[src/rtl/hazard_scoreboard_if.sv]
// Decode/write-back bus seen by the hazard scoreboard: ID operands, WB retire
// and the stall/issue/flush decisions returned to the pipeline.
interface hazard_scoreboard_if;
    logic        id_valid;
    logic [3:0]  src_rn;
    logic [3:0]  src_rm;
    logic        two_src;
    logic        id_wb_en;
    logic [3:0]  id_dest;
    logic        id_s;
    logic        id_cond_al;
    logic        branch_taken;
    logic        wb_en;
    logic [3:0]  wb_dest;
    logic        wb_s;
    logic        stall;
    logic        issue;
    logic        flush;
    logic [15:0] pending;
    logic [15:0] stall_cycles;
    logic        underflow_err;

    modport slave (
        input  id_valid, src_rn, src_rm, two_src, id_wb_en, id_dest, id_s,
               id_cond_al, branch_taken, wb_en, wb_dest, wb_s,
        output stall, issue, flush, pending, stall_cycles, underflow_err
    );

    modport master (
        output id_valid, src_rn, src_rm, two_src, id_wb_en, id_dest, id_s,
               id_cond_al, branch_taken, wb_en, wb_dest, wb_s,
        input  stall, issue, flush, pending, stall_cycles, underflow_err
    );
endinterface

[src/rtl/hazard_scoreboard.sv]
// Decode-stage scoreboard: per-register and flag in-flight counters, stall/issue/flush.
// Optional macro HAZARD_WB_BYPASS_EN: a count of 1 retiring this cycle is not a hazard.
module hazard_scoreboard #(
    parameter int MAX_INFLIGHT = 3,
    parameter int CNT_W        = 2
) (
    input logic               clk,
    input logic               rst,
    hazard_scoreboard_if.slave sb
);
    localparam logic [CNT_W-1:0] CNT_ZERO = {CNT_W{1'b0}};
    localparam logic [CNT_W-1:0] CNT_ONE  = CNT_W'(1);
    localparam logic [CNT_W-1:0] CNT_MAX  = CNT_W'(MAX_INFLIGHT);

    logic [CNT_W-1:0] cnt_q [16];
    logic [CNT_W-1:0] cnt_d [16];
    logic [CNT_W-1:0] flag_cnt_q;
    logic [CNT_W-1:0] flag_cnt_d;
    logic [15:0]      stall_cycles_q;
    logic [15:0]      stall_cycles_d;
    logic             underflow_err_q;
    logic             underflow_err_d;

    logic [15:0] dest_oh_s;
    logic [15:0] wb_oh_s;
    logic [15:0] pending_s;
    logic [15:0] busy_s;
    logic        flag_pending_s;
    logic        flag_busy_s;
    logic        hazard_rn_s;
    logic        hazard_rm_s;
    logic        hazard_flags_s;
    logic        full_s;
    logic        stall_s;
    logic        issue_s;

    assign dest_oh_s = 16'h0001 << sb.id_dest;
    assign wb_oh_s   = 16'h0001 << sb.wb_dest;

    // Busy view: pending counts, optionally excluding a last write retiring now
    always_comb begin
        pending_s = 16'h0000;
        busy_s    = 16'h0000;
        for (int r = 0; r < 16; r++) begin
            pending_s[r] = (cnt_q[r] != CNT_ZERO);
`ifdef HAZARD_WB_BYPASS_EN
            busy_s[r] = pending_s[r] & ~((cnt_q[r] == CNT_ONE) & sb.wb_en & wb_oh_s[r]);
`else
            busy_s[r] = pending_s[r];
`endif
        end
        flag_pending_s = (flag_cnt_q != CNT_ZERO);
`ifdef HAZARD_WB_BYPASS_EN
        flag_busy_s = flag_pending_s & ~((flag_cnt_q == CNT_ONE) & sb.wb_s);
`else
        flag_busy_s = flag_pending_s;
`endif
    end

    // Hazard detection; a taken branch overrides any stall
    always_comb begin
        hazard_rn_s    = busy_s[sb.src_rn];
        hazard_rm_s    = sb.two_src & busy_s[sb.src_rm];
        hazard_flags_s = ~sb.id_cond_al & flag_busy_s;
        full_s         = (sb.id_wb_en & (cnt_q[sb.id_dest] == CNT_MAX))
                       | (sb.id_s & (flag_cnt_q == CNT_MAX));
        stall_s        = sb.id_valid & ~sb.branch_taken
                       & (hazard_rn_s | hazard_rm_s | hazard_flags_s | full_s);
        issue_s        = sb.id_valid & ~stall_s & ~sb.branch_taken;
    end

    // Counter next-state: issue adds, retire subtracts, retire on zero is flagged
    always_comb begin
        underflow_err_d = underflow_err_q;
        flag_cnt_d      = flag_cnt_q;
        stall_cycles_d  = stall_cycles_q;
        for (int r = 0; r < 16; r++) begin
            cnt_d[r] = cnt_q[r];
            case ({issue_s & sb.id_wb_en & dest_oh_s[r], sb.wb_en & wb_oh_s[r]})
                2'b10: cnt_d[r] = cnt_q[r] + CNT_ONE;
                2'b01: begin
                    if (cnt_q[r] == CNT_ZERO) begin
                        cnt_d[r]        = CNT_ZERO;
                        underflow_err_d = 1'b1;
                    end else begin
                        cnt_d[r] = cnt_q[r] - CNT_ONE;
                    end
                end
                default: cnt_d[r] = cnt_q[r];
            endcase
        end
        case ({issue_s & sb.id_s, sb.wb_s})
            2'b10: flag_cnt_d = flag_cnt_q + CNT_ONE;
            2'b01: begin
                if (flag_cnt_q == CNT_ZERO) begin
                    flag_cnt_d      = CNT_ZERO;
                    underflow_err_d = 1'b1;
                end else begin
                    flag_cnt_d = flag_cnt_q - CNT_ONE;
                end
            end
            default: flag_cnt_d = flag_cnt_q;
        endcase
        if (stall_s && (stall_cycles_q != 16'hFFFF)) begin
            stall_cycles_d = stall_cycles_q + 16'h0001;
        end else begin
            stall_cycles_d = stall_cycles_q;
        end
    end

    // State registers with synchronous reset
    always_ff @(posedge clk) begin
        if (rst) begin
            for (int r = 0; r < 16; r++) begin
                cnt_q[r] <= CNT_ZERO;
            end
            flag_cnt_q      <= CNT_ZERO;
            stall_cycles_q  <= 16'h0000;
            underflow_err_q <= 1'b0;
        end else begin
            for (int r = 0; r < 16; r++) begin
                cnt_q[r] <= cnt_d[r];
            end
            flag_cnt_q      <= flag_cnt_d;
            stall_cycles_q  <= stall_cycles_d;
            underflow_err_q <= underflow_err_d;
        end
    end

    assign sb.stall         = stall_s;
    assign sb.issue         = issue_s;
    assign sb.flush         = sb.branch_taken;
    assign sb.pending       = pending_s;
    assign sb.stall_cycles  = stall_cycles_q;
    assign sb.underflow_err = underflow_err_q;
endmodule

[src/flat_wrapper.sv]
// flat-port wrapper written by rule: the top's interface ports become plain ports
module hazard_scoreboard_flat 
#(
    parameter int MAX_INFLIGHT = 3,
    parameter int CNT_W        = 2
)
  (clk, rst, sb_id_valid, sb_src_rn, sb_src_rm, sb_two_src, sb_id_wb_en, sb_id_dest, sb_id_s, sb_id_cond_al, sb_branch_taken, sb_wb_en, sb_wb_dest, sb_wb_s, sb_stall, sb_issue, sb_flush, sb_pending, sb_stall_cycles, sb_underflow_err);
  hazard_scoreboard_if sb_i ();
  input logic clk;
  input logic rst;
  input wire logic [$bits(sb_i.id_valid)-1:0] sb_id_valid;
  input wire logic [$bits(sb_i.src_rn)-1:0] sb_src_rn;
  input wire logic [$bits(sb_i.src_rm)-1:0] sb_src_rm;
  input wire logic [$bits(sb_i.two_src)-1:0] sb_two_src;
  input wire logic [$bits(sb_i.id_wb_en)-1:0] sb_id_wb_en;
  input wire logic [$bits(sb_i.id_dest)-1:0] sb_id_dest;
  input wire logic [$bits(sb_i.id_s)-1:0] sb_id_s;
  input wire logic [$bits(sb_i.id_cond_al)-1:0] sb_id_cond_al;
  input wire logic [$bits(sb_i.branch_taken)-1:0] sb_branch_taken;
  input wire logic [$bits(sb_i.wb_en)-1:0] sb_wb_en;
  input wire logic [$bits(sb_i.wb_dest)-1:0] sb_wb_dest;
  input wire logic [$bits(sb_i.wb_s)-1:0] sb_wb_s;
  output wire logic [$bits(sb_i.stall)-1:0] sb_stall;
  output wire logic [$bits(sb_i.issue)-1:0] sb_issue;
  output wire logic [$bits(sb_i.flush)-1:0] sb_flush;
  output wire logic [$bits(sb_i.pending)-1:0] sb_pending;
  output wire logic [$bits(sb_i.stall_cycles)-1:0] sb_stall_cycles;
  output wire logic [$bits(sb_i.underflow_err)-1:0] sb_underflow_err;
  assign sb_i.id_valid = sb_id_valid;
  assign sb_i.src_rn = sb_src_rn;
  assign sb_i.src_rm = sb_src_rm;
  assign sb_i.two_src = sb_two_src;
  assign sb_i.id_wb_en = sb_id_wb_en;
  assign sb_i.id_dest = sb_id_dest;
  assign sb_i.id_s = sb_id_s;
  assign sb_i.id_cond_al = sb_id_cond_al;
  assign sb_i.branch_taken = sb_branch_taken;
  assign sb_i.wb_en = sb_wb_en;
  assign sb_i.wb_dest = sb_wb_dest;
  assign sb_i.wb_s = sb_wb_s;
  assign sb_stall = sb_i.stall;
  assign sb_issue = sb_i.issue;
  assign sb_flush = sb_i.flush;
  assign sb_pending = sb_i.pending;
  assign sb_stall_cycles = sb_i.stall_cycles;
  assign sb_underflow_err = sb_i.underflow_err;
  hazard_scoreboard #(.MAX_INFLIGHT(MAX_INFLIGHT), .CNT_W(CNT_W)) u_core (.clk(clk), .rst(rst), .sb(sb_i));
endmodule
[config.mk]
export PLATFORM = sky130hd
export DESIGN_NAME = hazard_scoreboard_flat
export DESIGN_NICKNAME = d
export VERILOG_FILES = /design/src/rtl/hazard_scoreboard_if.sv /design/src/rtl/hazard_scoreboard.sv /design/src/flat_wrapper.sv
export SDC_FILE = /design/constraint.sdc
export NUM_CORES = 1
export LEC_CHECK = 0
export CAP_MARGIN = 15
export CELL_PAD_IN_SITES_DETAIL_PLACEMENT = 1
export CELL_PAD_IN_SITES_GLOBAL_PLACEMENT = 1
export CORE_MARGIN = 2
export CORE_UTILIZATION = 35
export DETAILED_ROUTE_END_ITERATION = 8
export GPL_TIMING_DRIVEN = 0
export MAX_ROUTING_LAYER = met4
export PLACE_DENSITY = 0.79
export SYNTH_ARGS = -nofsm -noshare
export SYNTH_HDL_FRONTEND = slang
export SYNTH_SLANG_ARGS = --single-unit
[constraint.sdc]
create_clock -name clk -period 3.6 [get_ports clk]
set_clock_uncertainty 0.15 [all_clocks]
set_input_delay 0.54 -clock clk [delete_from_list [all_inputs] [get_ports clk]]
set_output_delay 0.54 -clock clk [all_outputs]
set_load 0.03 [all_outputs]
==> impl_metrics.yaml <==
worst_setup_path:
  startpoint_type: "input pin"
  rrSetupSlack_ps: 80
  path_depth: 8
  critPathMaxStageDelay_ps: 570
  r2r_end: "u_core.sb.underflow_err"
  timing.critical_path.slowest_stage_cell: "sky130_fd_sc_hd__mux4_1"
  timing.rr.start: "u_core.cnt_q[5][0]"
  timing.critical_path.cells: "clkdlybuf4s50_1 > mux4_1 > mux2_2 > o22ai_2 > a221oi_4 > buf_4 > and2_1 > clkdlybuf4s15_2"
  timing.setup.critical_path_class: "input pin to output pin"
  endpoint_kind: "output pin"
  cp.buffers_inverters: 3
  required_time_worst_endpoint_ps: 2910
  arrival_ps: 2860
  worst_path_dominant_cell_family: "buffers and inverters"
  worstPathMaxFanout: 10
  reg2reg_depth: 14
floorplanning:
  floorplan.core_area_um2: 12100
  start_util: 0.360
  num_rows: 40
  chipHeight_um: 116
  floorplan.die.width_um: 116
  floorplan.io_pins: 62
  dieArea_um2: 13400
placed_design:
  dp_slack_ps: -1120
  io_buffers: 57
  place_hpwl_um: 10900
  placed_area_um2: 5140
  routabilityCongestion: 0.883
timing:
  final_hold_viol_count: 0
  fmax_mhz: 281
  finalSetupTns_ps: 0
  worstMarginPinSlew_ps: 697
  finalWorstSetupSlack_ps: 46.4
  timing.slew.headroom: 0.535
  post-route-min-period_ps: 3550
  max_slew_violation_count: 0
  final_min_period_over_clock_period: 0.987
  timing.hold.ws_ps: 339
  rsz_0062_raised_after_global_routing: "true"
  setup_violations_final: 0
yosys:
  ys.flop_type: "sky130_fd_sc_hd__dfxtp_1"
  library_cells_used_by_synthesis: 52
  post_synth.cell_area_avg_um2: 8.45
  synth_seq_cells: 51
  yosys_warnings: 0
  sequential_fraction_of_the_synthesis_area: 0.234
  net_count_after_synthesis: 612
  synth_cells: 516
  synth_enable_flop_cells: 0
  synth.cell_area_um2: 4360
  asyncSetResetFlopFracSynth: 0
layout:
  fin_area_um2: 5420
  drive_gt1_frac: 0.119
  finish.net_count: 677
  layout-area-overhead-vs-synth_pct: 24.2
  count_of_fill_cells_added_during_filler_insertion: 1472
grt:
  grtUsageTotal: 0.222
  first_global_vias: 4338
  antenna_violations_before_repair: 1
  grt_pass1_wl_um: 22400
  grt.overflow.total: 0
  maximum_number_of_pins_on_one_net_before_global_route_repair: 19
route:
  drc_errors: 0
  avgViaCountPerCell: 5.50
  drt-total-wl_um: 14100
  ant_nets: 0
  detailedRoute.firstPassIterationCount: 4
  initialDrtViolationCount: 219
  dr_total_vias: 4127
  wire_per_inst_um: 18.8
worst_hold_path:
  worst_hold_path_type: "flop to flop"
  worst_hold_startpoint: "u_core.cnt_q[10][0]"
  hold_path_end: "u_core.cnt_q[10][0]"
  worstHoldPathCells: 2
run_status:
  status: "complete, no violations"
power_and_ir_drop:
  power_density_nw_per_um2: 267
  post-layout-total-power_w: 0.00145
  vdd_ir_drop_max_uv: 138
  power_leakage_nw: 2.26
cts:
  cts.clk_slew.worst_paths_ps: 80
  cts.root.buffer_cell: "sky130_fd_sc_hd__clkbuf_16"
  holdBufCountCts: 0
  clock_tree.htree_level_count: 2
  tritoncts: "done"
  number_of_clock_sinks: 51
  worstSkewPairLatency_ps: 320
  cts_made_buffers: 5
  clock_path_buffers: 2
run:
  maxCapViolCount: 0
[cells in the final DEF, fill, tap and decap left out, types with 3 or more instances in the layout]
cell type                         count
sky130_fd_sc_hd__a211oi_1            40
sky130_fd_sc_hd__clkbuf_1             3
sky130_fd_sc_hd__a22o_1               4
sky130_fd_sc_hd__inv_1               69
sky130_fd_sc_hd__nand3_1             19
sky130_fd_sc_hd__nand4_1              9
sky130_fd_sc_hd__a31oi_1             15
sky130_fd_sc_hd__ha_1                55
sky130_fd_sc_hd__buf_2                4
sky130_fd_sc_hd__clkdlybuf4s50_1     51
sky130_fd_sc_hd__o21ai_0              6
sky130_fd_sc_hd__a21oi_1             23
sky130_fd_sc_hd__buf_6                3
sky130_fd_sc_hd__or3_1                6
sky130_fd_sc_hd__nand3b_1             3
sky130_fd_sc_hd__nor2b_1             32
sky130_fd_sc_hd__ha_2                14
sky130_fd_sc_hd__and2_1               3
sky130_fd_sc_hd__clkbuf_16            5
sky130_fd_sc_hd__nor2_1              31
sky130_fd_sc_hd__and3_1               7
sky130_fd_sc_hd__mux4_1               6
sky130_fd_sc_hd__mux2i_1              4
sky130_fd_sc_hd__mux2_2              10
sky130_fd_sc_hd__nor3_1              22
sky130_fd_sc_hd__nand2_1             31
sky130_fd_sc_hd__a221oi_2             4
sky130_fd_sc_hd__clkbuf_8             5
sky130_fd_sc_hd__buf_4                5
sky130_fd_sc_hd__dfxtp_1             50
[routing by layer]
layer,routed length (µm),share of wire,track usage,up-vias
met5,0,0,-,-
met4,217,0.015,0.0675,0
met3,445,0.032,0.0272,19
met2,7220,0.51,0.383,69
met1,6230,0.44,0.272,2058
li1,-,-,-,1981
[through the flow]
step           utilization  std cells
2_1_floorplan            -        516
5_1_grt              0.447        751
3_5_place_dp         0.425        741
6_report             0.447        751
3_3_place_gp         0.425        741
4_1_cts              0.443        750
[where the power goes]
group | switching [W] | internal [W]
Sequential | 0.0000175 | 0.000578
Combinational | 0.000187 | 0.000137
Clock | 0.000261 | 0.000265
[sequential cells by signal, indices dropped and copies added (netlist names)]
register and flops:
u_core.sb.underflow_err 1, u_core.cnt_q 32, u_core.flag_cnt_q 2, u_core.sb.stall_cycles 16
[worst max-delay path by stage]
stage / from / end / slack [ps]
floorplan: sb_id_dest[1] / u_core.sb.underflow_err / 190
global placement: sb_id_dest[0] / u_core.sb.underflow_err / -1120
detailed placement: sb_id_dest[0] / u_core.sb.underflow_err / -1120
CTS: sb_src_rm[2] / sb_issue / 40
global route: sb_id_dest[0] / u_core.sb.underflow_err / -40
finish: sb_src_rm[1] / sb_issue / 50
[kinds of logic after synthesis]
group | share of synthesized area
simple gates | 0.217
compound gates | 0.167
buf+inv | 0.0952
fa+ha+maj | 0.201
flops | 0.234
mux | 0.0855
[final cells by class]
type	instances	area (µm²)	share of cell area
timing repair buffer	58	577	0.106
clock buffer	5	125	0.0231
clock inverter	3	26.3	0.00485
tap	168	210	0.0388
buffer	19	163	0.0300
antenna	1	2.50	0.000462
sequential	51	1020	0.189
inverter	69	259	0.0478
multi-input combinational	377	3030	0.560
[cell usage after synthesis (all sizes together), types with 7 or more instances]
master / number / area [µm²]
a211oi: 40 / 300
mux4: 8 / 205
clkbuf: 8 / 80.1
nand3: 19 / 95.1
buf: 11 / 76.3
nor2b: 32 / 200
nor2: 31 / 116
inv: 69 / 259
and3: 7 / 43.8
nand2: 31 / 116
dfxtp: 51 / 1020
a31oi: 15 / 93.8
nand4: 9 / 56.3
ha: 70 / 876
mux2: 11 / 128
a21oi: 23 / 115
nor3: 22 / 110
[worst reg2reg max path, delay by kind of cell (launching register included)]
family / cells / cell delay, ps
adder cells (fa/ha/maj): 2 / 560
flip-flops: 1 / 350
multiplexers: 1 / 370
buffers and inverters: 3 / 410
AO/OA/AOI/OAI: 5 / 1050
AND/OR/NAND/NOR: 3 / 500
[what timing repair did]
item | CTS | global route
resized for setup | 21 | 19
buffers inserted | 1 | 0
cloned | 0 | 0
pin swaps | 1 | 5
endpoints found under the setup margin | 37 | 9
No activity file was read; power rests on OpenSTA's default activity.
